<file path="src/rtl/m_seq_ctrl.sv">
// m_seq_ctrl: sequencer for the RV32M unit. Accepts one M-extension op,
// owns the R/D/Z operand registers, steers the datapath mux selects and
// runs a single-pass multiply or a 32-iteration restoring divide.
`timescale 1ns/1ps

`ifndef MUX_MULTA_LENGTH
`define MUX_MULTA_LENGTH      2
`define MUX_MULTA_ZERO        2'd0
`define MUX_MULTA_R_UNSIGNED  2'd1
`define MUX_MULTA_R_SIGNED    2'd2
`endif

`ifndef MUX_MULTB_LENGTH
`define MUX_MULTB_LENGTH      2
`define MUX_MULTB_ZERO        2'd0
`define MUX_MULTB_D_UNSIGNED  2'd1
`define MUX_MULTB_D_SIGNED    2'd2
`endif

`ifndef MUX_DIV_REM_LENGTH
`define MUX_DIV_REM_LENGTH    1
`define MUX_DIV_REM_Z         1'b0
`define MUX_DIV_REM_R         1'b1
`endif

module m_seq_ctrl (
  input  logic                           clk,
  input  logic                           reset,
  input  logic                           in_valid,
  output logic                           in_ready,
  input  logic [2:0]                     in_funct3,
  input  logic [31:0]                    in_rs1,
  input  logic [31:0]                    in_rs2,
  output logic                           out_valid,
  input  logic                           out_ready,
  output logic [31:0]                    out_result,
  output logic [`MUX_MULTA_LENGTH-1:0]   mux_multA,
  output logic [`MUX_MULTB_LENGTH-1:0]   mux_multB,
  output logic [`MUX_DIV_REM_LENGTH-1:0] mux_div_rem,
  output logic [31:0]                    R,
  output logic [62:0]                    D,
  output logic [31:0]                    Z,
  input  logic [62:0]                    sub_result,
  input  logic [63:0]                    product,
  input  logic [31:0]                    div_rem,
  input  logic [31:0]                    div_rem_neg
);

  typedef enum logic [2:0] {
    S_IDLE = 3'd0,
    S_MUL  = 3'd1,
    S_DIV  = 3'd2,
    S_FIX  = 3'd3,
    S_DONE = 3'd4
  } state_t;

  state_t      state_q, state_d;
  logic [31:0] r_q, r_d;
  logic [62:0] d_q, d_d;
  logic [31:0] z_q, z_d;
  logic [4:0]  cnt_q, cnt_d;
  logic [2:0]  f3_q, f3_d;
  logic        negq_q, negq_d;   // quotient must be negated
  logic        negr_q, negr_d;   // remainder must be negated
  logic [31:0] res_q, res_d;
  logic        ovld_q, ovld_d;

  // Signed DIV/REM take magnitudes; multiplies pass operands through raw.
  logic        signed_div;
  logic [31:0] abs_rs1, abs_rs2;
  logic        sub_ok;
  logic        fix_neg;

  // Only sign bit and low word of the subtract are meaningful to us.
  logic        unused_sub;
  assign unused_sub = ^sub_result[61:32];

  assign R          = r_q;
  assign D          = d_q;
  assign Z          = z_q;
  assign out_result = res_q;
  assign out_valid  = ovld_q;
  assign in_ready   = (state_q == S_IDLE);

  assign signed_div = in_funct3[2] & ~in_funct3[0];
  assign abs_rs1    = (signed_div && in_rs1[31]) ? 32'd0 - in_rs1 : in_rs1;
  assign abs_rs2    = (signed_div && in_rs2[31]) ? 32'd0 - in_rs2 : in_rs2;

  // D[62:32] guard: the 63-bit subtract wraps once D reaches 2^62, so the
  // sign bit alone cannot be trusted while D still has upper bits set.
  assign sub_ok  = (d_q[62:32] == 31'd0) && !sub_result[62];
  assign fix_neg = f3_q[1] ? negr_q : negq_q;

  // State and datapath registers; reset clears everything at once.
  always_ff @(posedge clk or posedge reset) begin
    if (reset) begin
      state_q <= S_IDLE;
      r_q     <= '0;
      d_q     <= '0;
      z_q     <= '0;
      cnt_q   <= '0;
      f3_q    <= '0;
      negq_q  <= 1'b0;
      negr_q  <= 1'b0;
      res_q   <= '0;
      ovld_q  <= 1'b0;
    end else begin
      state_q <= state_d;
      r_q     <= r_d;
      d_q     <= d_d;
      z_q     <= z_d;
      cnt_q   <= cnt_d;
      f3_q    <= f3_d;
      negq_q  <= negq_d;
      negr_q  <= negr_d;
      res_q   <= res_d;
      ovld_q  <= ovld_d;
    end
  end

  // Next-state, register updates and mux selects per state.
  always_comb begin
    state_d     = state_q;
    r_d         = r_q;
    d_d         = d_q;
    z_d         = z_q;
    cnt_d       = cnt_q;
    f3_d        = f3_q;
    negq_d      = negq_q;
    negr_d      = negr_q;
    res_d       = res_q;
    ovld_d      = ovld_q;
    mux_multA   = `MUX_MULTA_ZERO;
    mux_multB   = `MUX_MULTB_ZERO;
    mux_div_rem = `MUX_DIV_REM_Z;

    case (state_q)
      S_IDLE: begin
        if (in_valid) begin
          f3_d   = in_funct3;
          negq_d = signed_div && (in_rs1[31] ^ in_rs2[31]) && (in_rs2 != 32'd0);
          negr_d = signed_div && in_rs1[31];
          r_d    = abs_rs1;
          d_d    = {abs_rs2, 31'd0};
          if (in_funct3[2]) begin
            z_d     = '0;
            cnt_d   = '0;
            state_d = S_DIV;
          end else begin
            state_d = S_MUL;
          end
        end
      end

      S_MUL: begin
        mux_multA = (f3_q[1:0] == 2'b01 || f3_q[1:0] == 2'b10) ?
                    `MUX_MULTA_R_SIGNED : `MUX_MULTA_R_UNSIGNED;
        mux_multB = (f3_q[1:0] == 2'b01) ?
                    `MUX_MULTB_D_SIGNED : `MUX_MULTB_D_UNSIGNED;
        res_d     = (f3_q[1:0] == 2'b00) ? product[31:0] : product[63:32];
        ovld_d    = 1'b1;
        state_d   = S_DONE;
      end

      S_DIV: begin
        if (sub_ok) r_d = sub_result[31:0];
        z_d   = {z_q[30:0], sub_ok};
        d_d   = d_q >> 1;
        cnt_d = cnt_q + 5'd1;
        if (cnt_q == 5'd31) state_d = S_FIX;
      end

      S_FIX: begin
        mux_div_rem = f3_q[1] ? `MUX_DIV_REM_R : `MUX_DIV_REM_Z;
        res_d       = fix_neg ? div_rem_neg : div_rem;
        ovld_d      = 1'b1;
        state_d     = S_DONE;
      end

      S_DONE: begin
        if (out_ready) begin
          ovld_d  = 1'b0;
          state_d = S_IDLE;
        end
      end

      default: begin
        ovld_d  = 1'b0;
        state_d = S_IDLE;
      end
    endcase
  end

endmodule
</file>
<file path="config.mk">
export PLATFORM = sky130hd
export DESIGN_NAME = m_seq_ctrl
export DESIGN_NICKNAME = d
export VERILOG_FILES = /design/src/rtl/m_seq_ctrl.sv
export SDC_FILE = /design/constraint.sdc
export NUM_CORES = 1
export LEC_CHECK = 0
export CAP_MARGIN = 25
export CORE_AREA = 2 2 169 171
export CTS_CLUSTER_DIAMETER = 150
export DETAILED_ROUTE_END_ITERATION = 6
export DIE_AREA = 0 0 171 173
export HOLD_SLACK_MARGIN = 0.06
export PLACE_DENSITY = 0.65
export SLEW_MARGIN = 20
export SYNTH_ARGS = -nofsm -noshare
export SYNTH_HDL_FRONTEND = slang
export SYNTH_SLANG_ARGS = --single-unit
</file>
<file path="constraint.sdc">
create_clock -name clk -period 10.38 [get_ports clk]
set_clock_uncertainty 0.05 [all_clocks]
set_input_delay 1.038 -clock clk [delete_from_list [all_inputs] [get_ports clk]]
set_output_delay 1.038 -clock clk [all_outputs]
set_load 0.005 [all_outputs]
</file>
==> qor.txt, run 1 <==
WL/cell: 18.6 um
cts bufs inserted: 17
maximum fanout along the worst path: 79
CTS tree: built
Peak supply drop: 98.7 uV
commonest non-fill, non-tap cell in the layout: clkdlybuf4s50_1
syn_nets: 1291
setup TNS: 0 ns
register area share after synthesis: 46.1%
# H-tree levels: 4
Post-CTS Setup Repair Bufs: 0
initial antenna violation count: 2
worst hold path class: flop to flop
cell mode on critical path: buf_4
clock latency on the worst-skew pair: 0.44 ns
clock share of power: 19.9%
final-report hold violation count: 0
WP data arrival: 3.94 ns
Core Footprint: 0.0276 mm^2
post-route cell area: 0.0143 mm^2
remaining global-route overflow: 0
DRT antenna net count: 0
max_cap viols: 0
Post-DP Area: 0.0136 mm^2
post-layout min period: 3.66 ns
1st-iter DRT viols: 617
first-pass GRT wire length: 50600 um
library cells used by synthesis: 50
Post-CTS Hold Buffers: 0
Clock Pin Slew Worst Setup and Hold Paths: 0.08 ns
crit path kind: flop to flop
startpoint types: flop
clk root buf: clkbuf_16
Starting Density: 33.8%
Slowest cell on crit path: buf_4
Port Buffers: 397
Die Span Y: 173 um
Residual DRC: 0
Switching Share: 39.3%
final WL: 33000 um
io pins: 428
full die area: 0.0296 mm^2
FFs w/ async S/R, synth: 100%
DR pass1 iterations: 5
final core occ: 51.7%
Post-synth EDFFs: 0
Peak Freq: 273 MHz
Top Family by Delay on Critical Path: buffers and inverters
Critical Path RT: 10.66 ns
flop and latch count out of synthesis: 172
Worst Path Buf+Inv: 3
synthesized netlist cell count: 1023
via density per instance: 5.12
CP cell instances: buf_4 -> and2_4 -> buf_4 -> and3_1 -> a21oi_4 -> buf_4 -> a221oi_1
P_leak: 5.94 nW
vias: 9068
RSZ-0062 raised after global routing: false
reg2reg setup slack: 6.72 ns
Flop pwr share: 32.2%
Placed Cells incl. Taps: 1735
Slew @ Worst Pin: 0.862 ns
Chip Width: 171 um
Comb pwr share: 47.9%
share of cells above drive strength 1: 6.62%
DPL Wire Length: 24100 um
GP Congestion: 0.857
Most used DFF post-synth: dfrtp_1
largest net degree at the start of global routing: 80
row count: 61
CP max stage delay: 0.74 ns
Int Pwr: 2.09 mW
Overall Power: 3.44 mW
clk sinks: 172
Slew HR: 42.3%
Area growth syn-to-layout: 52.9%
Net Sw Power: 1.35 mW
total track usage: 21.8%
final net count: 1645
mapped cell area: 0.00934 mm^2
outcome: finished, final reports clean
vias in the first global route: 8906
Power Density: 241 mW/mm^2
Max Buffers Root-to-Sink: 2
yosys warns: 0
Layout Cells excl Fill: 1770
Mean Syn Cell Area: 9.13 um^2
leading cell types in the layout, fill and taps excluded: clkdlybuf4s50_1, dfrtp_1, nand2_1
Pins Over Slew Limit: 0
CTS resizes: 0
fin crit share: 35.3%
setup violators final: 0
crit path capture type: flop
[cells by family after synthesis]
family | after synthesis | synth area share [%]
simple gates | 353 | 17.2
mux | 89 | 9.97
buf+inv | 89 | 3.70
fa+ha+maj | 6 | 0.804
xor+xnor | 47 | 4.41
flops | 172 | 46.1
compound gates | 267 | 17.9
[flip-flops by register name, indices dropped and copies added (netlist names), 2 cells and up]
register    flops
Z              32
R              32
state_q         3
f3_q            2
D              63
out_result     32
cnt_q           5
[worst register-to-register path, stage by stage (launching register included)]
cell,delay (ns)
dfrtp_2,0.34
buf_4,0.56
and2_4,0.66
buf_4,0.76
and3_1,0.42
a21oi_4,0.08
buf_4,0.32
a221oi_1,0.38
[synthesized netlist by cell type, types with 3 or more instances]
cell / n / share of area, %
dfrtp_1: 172 / 46
mux2i_1: 57 / 6.1
a221oi_1: 3 / 0.28
o211ai_1: 9 / 0.72
a31oi_1: 6 / 0.40
clkbuf_1: 63 / 2.5
o21ai_0: 96 / 5.1
nor2_1: 87 / 3.5
mux2_2: 32 / 3.9
inv_1: 15 / 0.60
a21oi_1: 63 / 3.4
ha_1: 6 / 0.80
o41ai_1: 5 / 0.47
a22oi_1: 28 / 2.3
or3_1: 4 / 0.27
xnor2_1: 27 / 2.5
nand2b_1: 4 / 0.27
o31ai_1: 10 / 0.80
nand2_1: 155 / 6.2
a22o_1: 36 / 3.4
a41oi_1: 5 / 0.47
nand4_1: 6 / 0.40
nor4_1: 17 / 1.1
buf_1: 9 / 0.36
xor2_1: 20 / 1.9
nand3_1: 35 / 1.9
or4_1: 6 / 0.48
nor3_1: 17 / 0.91
and2_1: 3 / 0.20
[power groups by stage]
stage	registers [mW]	clock network, mW	logic (mW)
2_1_floorplan	1.10	0	0.830
3_3_place_gp	1.11	0	1.63
3_5_place_dp	1.12	0	1.66
4_1_cts	1.11	0.702	1.66
5_1_grt	1.14	0.730	1.80
6_report	1.11	0.684	1.65
[cell type report]
class / instances / area, um^2
repair buffers: 409 / 4080
clock inverters: 15 / 200
multi-input cells: 762 / 4730
clock buffers: 17 / 425
diodes: 2 / 5.00
fillers: 2614 / 13300
well taps: 378 / 473
flip-flops and latches: 172 / 4310
inverters: 15 / 61.3
[final timing paths]
check / from / endpoint / depth (start not counted)
worst max-delay path: state_q[1] / R[19] / 7
worst min-delay path: out_result[11] / out_result[11] / 2
worst max register to register: state_q[1] / R[19] / 7
worst min register to register: out_result[11] / out_result[11] / 2
max in group asynchronous: reset / R[17] / 3
min in group asynchronous: reset / Z[7] / 2
[stage by stage]
| stage | setup slack (ns) | hold WS (ns) |
|---|---|---|
| finish | 6.72 | 0.428 |
| global route | 6.48 | 0.459 |
| global placement | 6.72 | 0.412 |
| detailed placement | 6.66 | 0.419 |
| CTS | 6.67 | 0.438 |
| floorplan | 4.63 | 0.400 |
[per-layer routing]
metal  track usage, %  vias up  routed length [um]
li1                 -     4371                   -
met1             28.3     4318               14000
met2             36.5      347               16000
met3             4.90       32                2460
met4             6.07        0                 555
met5                0        -                   0
(Power assumes the default switching activity.)
==> run 2, diff against run 1 <==
--- a/config.mk
+++ b/config.mk
@@ -6,12 +6,12 @@
 export NUM_CORES = 1
 export LEC_CHECK = 0
 export CAP_MARGIN = 25
-export CORE_AREA = 2 2 169 171
+export CORE_AREA = 2 2 166 168
 export CTS_CLUSTER_DIAMETER = 150
 export DETAILED_ROUTE_END_ITERATION = 6
-export DIE_AREA = 0 0 171 173
+export DIE_AREA = 0 0 168 170
 export HOLD_SLACK_MARGIN = 0.06
-export PLACE_DENSITY = 0.65
+export PLACE_DENSITY = 0.67
 export SLEW_MARGIN = 20
 export SYNTH_ARGS = -nofsm -noshare
 export SYNTH_HDL_FRONTEND = slang
==> constraint.sdc (replaced) <==
create_clock -name clk -period 3.8 [get_ports clk]
set_clock_uncertainty 0.05 [all_clocks]
set_input_delay 0.38 -clock clk [delete_from_list [all_inputs] [get_ports clk]]
set_output_delay 0.38 -clock clk [all_outputs]
set_load 0.005 [all_outputs]
==> run 2 against run 1 <==
Against the previous run: critical path depth shrank 3; power grew to 2.7 times the previous value; global-route usage grew 0.23 points; worst hold slack lost 0.23 ns; sequential power grew to 2.7 times the previous value; clock power grew to 2.7 times the previous value; combinational power grew to 2.7 times the previous value; core utilization grew 1.8 points; via count shrank 1.0%.
==> qor.txt, run 2 (synthesized netlist as in run 1, its figures left out) <==
outcome: finished, final reports clean (unchanged)
Core Footprint: 0.0267 mm^2 (was 0.0276 mm^2)
share of cells above drive strength 1: 6.69% (was 6.62%)
P_leak: 5.94 nW (about the same)
setup TNS: 0 ns (unchanged)
post-layout min period: 2.66 ns
row count: 60 (was 61)
DR pass1 iterations: 5 (unchanged)
CP cell instances: buf_4 -> nand2_1 -> nor2_1 -> clkdlybuf4s50_1 (was buf_4 -> and2_4 -> buf_4 -> and3_1 -> a21oi_4 -> buf_4 -> a221oi_1)
final WL: 31900 um (was 33000 um)
Area growth syn-to-layout: 52.5% (was 52.9%)
setup violators final: 0 (unchanged)
max_cap viols: 0 (unchanged)
final net count: 1646 (was 1645)
GRT busiest layer: met2 (unchanged)
Power Density: 654 mW/mm^2 (was 241 mW/mm^2)
clk root buf: clkbuf_16 (unchanged)
ANT cells: 0 (was 2)
vias: 8973 (was 9068)
Max Buffers Root-to-Sink: 2 (unchanged)
Residual DRC: 0 (unchanged)
r2r endpoint: R[19] (unchanged)
# H-tree levels: 4 (unchanged)
Die Span Y: 170 um (was 173 um)
Starting Density: 35.1% (was 33.8%)
Critical R2R Launch: state_q[0] (was state_q[1])
clk sinks: 172 (unchanged)
full die area: 0.0286 mm^2 (was 0.0296 mm^2)
maximum fanout along the worst path: 69 (was 79)
met3 Resource Use GR: 5.21% (was 4.90%)
via density per instance: 5.18 (was 5.12)
Slowest cell on crit path: clkdlybuf4s50_1 (was buf_4)
max reg flops: 63 (unchanged)
cts bufs inserted: 17 (unchanged)
fin crit share: 70.0%
GP Congestion: 0.833 (was 0.857)
RSZ-0062 raised after global routing: false (unchanged)
Slew HR: 42.5% (was 42.3%)
commonest non-fill, non-tap cell in the layout: clkdlybuf4s50_1 (unchanged)
leading cell types in the layout, fill and taps excluded: clkdlybuf4s50_1, dfrtp_1, nand2_1 (unchanged)
worst hold path class: input port to asynchronous set/reset pin (was flop to flop)
reg2reg setup slack: 1.30 ns (was 6.72 ns)
CP max stage delay: 0.62 ns (was 0.74 ns)
1st-iter DRT viols: 632 (was 617)
DRT antenna net count: 0 (unchanged)
clock latency on the worst-skew pair: 0.43 ns (was 0.44 ns)
remaining global-route overflow: 0 (unchanged)
Slew @ Worst Pin: 0.860 ns (was 0.862 ns)
Pins Over Slew Limit: 0 (unchanged)
crit path capture type: output pin (was flop)
vias in the first global route: 8796 (was 8906)
final-report hold violation count: 0 (unchanged)
met1 Track Usage GR: 27.9% (was 28.3%)
Port Buffers: 397 (unchanged)
startpoint types: flop (unchanged)
FF-to-FF path depth: 6 (was 7)
Peak Freq: 376 MHz
DPL Wire Length: 23300 um (was 24100 um)
total track usage: 22.1% (was 21.8%)
initial antenna violation count: 1 (was 2)
WP data arrival: 2.23 ns (was 3.94 ns)
CTS resizes: 0 (unchanged)
GR met2 Demand/Resource: 37.8% (was 36.5%)
Clock Pin Slew Worst Setup and Hold Paths: 0.08 ns (about the same)
Post-CTS Hold Buffers: 0 (unchanged)
WL/cell: 18.4 um (was 18.6 um)
Post-CTS Setup Repair Bufs: 0 (unchanged)
Peak supply drop: 292 uV (was 98.7 uV)
Critical Path RT: 3.37 ns (was 10.66 ns)
largest net degree at the start of global routing: 88 (was 80)
first-pass GRT wire length: 49600 um (was 50600 um)
Chip Width: 168 um (was 171 um)
io pins: 428 (unchanged)
Overall Power: 9.32 mW (was 3.44 mW)
crit path kind: flop to output pin (was flop to flop)
CTS tree: built (unchanged)
## run 2: per-layer routing
layer | routed length (um) | vias up
li1 | - | 4358
met1 | 13400 | 4233
met2 | 15400 | 342
met3 | 2330 | 38
met4 | 623 | 2
met5 | 9 | -
## run 2: through the flow
step	setup WS [ns]	util, %	cells	hold WS [ns]	area (um^2)
4_1_cts	1.07	53.5	1732	0.188	14200
6_report	1.14	53.5	1732	0.197	14200
3_5_place_dp	0.885	51.1	1700	0.419	13600
3_3_place_gp	0.899	51.1	1700	0.413	13600
5_1_grt	0.966	53.5	1732	0.199	14200
2_1_floorplan	1.17	-	1023	0.400	9350
## run 2: area by class of cell
cell class / count / area, um^2
inverter: 15 / 60.1
timing repair buffer: 410 / 4080
clock buffer: 17 / 425
clock inverter: 15 / 215
sequential: 172 / 4310
fill: 2441 / 12400
tap: 341 / 427
multi-input combinational: 762 / 4730
## run 2: worst max path at each step
stage	slack, ns	from	end	depth (start not counted)
after detailed placement	0.88	in_rs2[2]	D[58]	7
after global placement	0.90	in_rs2[2]	D[58]	7
after global routing	0.97	state_q[1]	mux_div_rem	4
final	1.14	state_q[1]	mux_div_rem	4
after floorplan	1.17	reset	D[0]	1
after CTS	1.07	state_q[1]	mux_div_rem	4
## run 2: worst max-delay path: cells and delay by family (launching register included)
| kind | cells | cell delay, ns |
|---|---|---|
| flip-flops | 1 | 0.42 |
| AND/OR/NAND/NOR | 2 | 0.22 |
| buffers and inverters | 2 | 1.16 |
## run 2: where the power goes
group	total (mW)	switching, mW	leakage [nW]	internal, mW
logic	4.47	2.20	3.42	2.26
clock network	1.84	0.922	0.301	0.914
registers	3.02	0.519	2.22	2.50
==> run 3, diff against run 2 <==
==> constraint.sdc (replaced) <==
create_clock -name clk -period 2.5 [get_ports clk]
set_clock_uncertainty 0.05 [all_clocks]
set_input_delay 0.25 -clock clk [delete_from_list [all_inputs] [get_ports clk]]
set_output_delay 0.25 -clock clk [all_outputs]
set_load 0.005 [all_outputs]
==> run 3 against run 2 <==
Against the previous run: sequential cell count did not move; sequential power rose by 52%; via count rose by 2.8%; non-clock buffer count rose by 44; wire length rose by 2.4%; worst hold slack improved by 0.14 ns; die area did not move; clock-buffer cell count did not move; critical endpoint is now mux_multA[0]; highest routed layer unchanged.
==> qor.txt, run 3 (synthesized netlist as in run 1, its figures left out) <==
final-report hold violation count: 0 (unchanged)
setup violators final: 0 (unchanged)
leading cell types in the layout, fill and taps excluded: clkdlybuf4s50_1, dfrtp_1, nand2_1 (unchanged)
Starting Density: 35.1% (unchanged)
clock share of power: 18.9% (was 19.7%)
Die Span Y: 170 um (unchanged)
Top Family by Delay on Critical Path: buffers and inverters (unchanged)
commonest non-fill, non-tap cell in the layout: clkdlybuf4s50_1 (unchanged)
Worst Hold End: f3_q[1]
Peak supply drop: 573 uV (was 292 uV)
Slew @ Worst Pin: 0.857 ns (was 0.860 ns)
maximum fanout along the worst path: 3 (was 69)
final net count: 1690 (was 1646)
Clock Pin Slew Worst Setup and Hold Paths: 0.07 ns (was 0.08 ns)
CP cell instances: inv_1 -> ha_2 -> nor3_1 -> clkdlybuf4s50_1 (was buf_4 -> nand2_1 -> nor2_1 -> clkdlybuf4s50_1)
clock latency on the worst-skew pair: 0.43 ns (about the same)
Max Buffers Root-to-Sink: 2 (unchanged)
Slew HR: 42.7% (was 42.5%)
Port Buffers: 397 (unchanged)
crit path kind: flop to output pin (unchanged)
largest net degree at the start of global routing: 103 (was 88)
vias in the first global route: 9295 (was 8796)
Min-Delay Startpoint: in_funct3[1]
CTS tree: built (unchanged)
worst hold path class: input port to flop (was input port to asynchronous set/reset pin)
startpoint types: flop (unchanged)
initial antenna violation count: 1 (unchanged)
total track usage: 22.9% (was 22.1%)
beginning of the critical path: f3_q[1] (was state_q[1])
crit path capture type: output pin (unchanged)
Power Density: 988 mW/mm^2 (was 654 mW/mm^2)
setup TNS: 0 ns (unchanged)
outcome: finished, final reports clean (unchanged)
Slowest cell on crit path: clkdlybuf4s50_1 (unchanged)
Placed Cells incl. Taps: 1743 (was 1700)
Critical Path RT: 2.20 ns (was 3.37 ns)
Layout Cells excl Fill: 1777 (was 1732)
via density per instance: 5.19 (was 5.18)
share of cells above drive strength 1: 9.48% (was 6.69%)
Chip Width: 168 um (unchanged)
1st-iter DRT viols: 568 (was 632)
Net Sw Power: 5.61 mW (was 3.65 mW)
CTS resizes: 0 (unchanged)
first-pass GRT wire length: 52000 um (was 49600 um)
Core Footprint: 0.0267 mm^2 (unchanged)
final WL: 32600 um (was 31900 um)
WL/cell: 18.4 um (about the same)
Critical R2R Launch: state_q[0] (unchanged)
clk sinks: 172 (unchanged)
r2r endpoint: R[10] (was R[19])
reg2reg setup slack: 0.39 ns (was 1.30 ns)
io pins: 428 (unchanged)
RSZ-0062 raised after global routing: false (unchanged)
Residual DRC: 0 (unchanged)
clk root buf: clkbuf_16 (unchanged)
# H-tree levels: 4 (unchanged)
Worst Path Buf+Inv: 2 (unchanged)
Post-DP Area: 0.0140 mm^2 (was 0.0136 mm^2)
row count: 60 (unchanged)
worst hold stages: 3
DR pass1 iterations: 5 (unchanged)
Int Pwr: 8.82 mW (was 5.68 mW)
WP data arrival: 2.06 ns (was 2.23 ns)
Peak Freq: 424 MHz
post-layout min period: 2.36 ns
Flop pwr share: 31.8% (was 32.4%)
CP max stage delay: 0.62 ns (about the same)
Switching Share: 38.9% (was 39.1%)
vias: 9224 (was 8973)
Comb pwr share: 49.2% (was 47.9%)
DRT antenna net count: 0 (unchanged)
Pins Over Slew Limit: 0 (unchanged)
Fill cells: 2423 (was 2441)
GP Congestion: 0.866 (was 0.833)
DPL Wire Length: 24500 um (was 23300 um)
Area growth syn-to-layout: 56.4% (was 52.5%)
P_leak: 6.17 nW (was 5.94 nW)
Overall Power: 14.4 mW (was 9.32 mW)
FF-to-FF path depth: 6 (unchanged)
full die area: 0.0286 mm^2 (unchanged)
remaining global-route overflow: 0 (unchanged)
max_cap viols: 0 (unchanged)
max reg flops: 63 (unchanged)
post-route cell area: 0.0146 mm^2 (was 0.0142 mm^2)
fin crit share: 94.3%
cts bufs inserted: 17 (unchanged)
## run 3: cell types whose count changed in the layout (fill, tap and decap cells not counted), moves of 2 or more
| cell | change |
|---|---|
| buf_4 | +39 |
| buf_12 | +4 |
| inv_8 | +3 |
| clkinv_8 | -2 |
| inv_12 | -2 |
## run 3: power groups by stage
stage	logic, mW	registers [mW]	clock network, mW
floorplan	3.45	4.55	0
detailed placement	7.17	4.63	0
CTS	7.20	4.59	2.82
global placement	7.05	4.61	0
global route	7.81	4.74	2.92
finish	7.11	4.59	2.73
## run 3: layout make-up
type | instances | area [um^2] | share of cell area [%]
multi-input cells | 762 | 4730 | 32.4
repair buffers | 454 | 4470 | 30.6
flip-flops and latches | 172 | 4310 | 29.5
well taps | 341 | 427 | 2.92
clock buffers | 17 | 425 | 2.91
clock inverters | 15 | 190 | 1.30
inverters | 15 | 60.1 | 0.411
diodes | 1 | 2.50 | 0.0171
## run 3: tightest hold or removal path, delay by kind of cell
kind	cells	cell delay, ns
buf+inv	1	0.39
compound gates	1	0.06
simple gates	1	0.05
## run 3: what timing repair did
action | in CTS | in global routing
hold endpoints to repair | 4 | 0
buffers inserted | 0 | 0
hold buffers | 1 | 0
## run 3: how the worst max path moves through the flow
stage,to,depth (start not counted)
finish,mux_multA[0],4
global route,mux_multA[0],4
CTS,mux_multA[1],4
detailed placement,D[58],7
global placement,D[58],7
floorplan,D[0],1
## run 3: through the flow
stage	util, %	hold slack [ns]	worst slack, ns
2_1_floorplan	-	0.287	0.00331
3_3_place_gp	52.5	0.413	-0.112
3_5_place_dp	52.5	0.420	-0.129
4_1_cts	54.8	0.319	0.0844
5_1_grt	54.8	0.369	0.0161
6_report	54.8	0.334	0.142
## run 3: metal layers
layer	routed length, um	part of all wire [%]	track usage [%]	vias to the layer above
met4	798	2.4	7.07	2
met3	2150	6.6	4.53	45
li1	-	-	-	4461
met1	13900	42	29.3	4378
met2	15800	48	39.2	338
met5	13	0.040	0	-
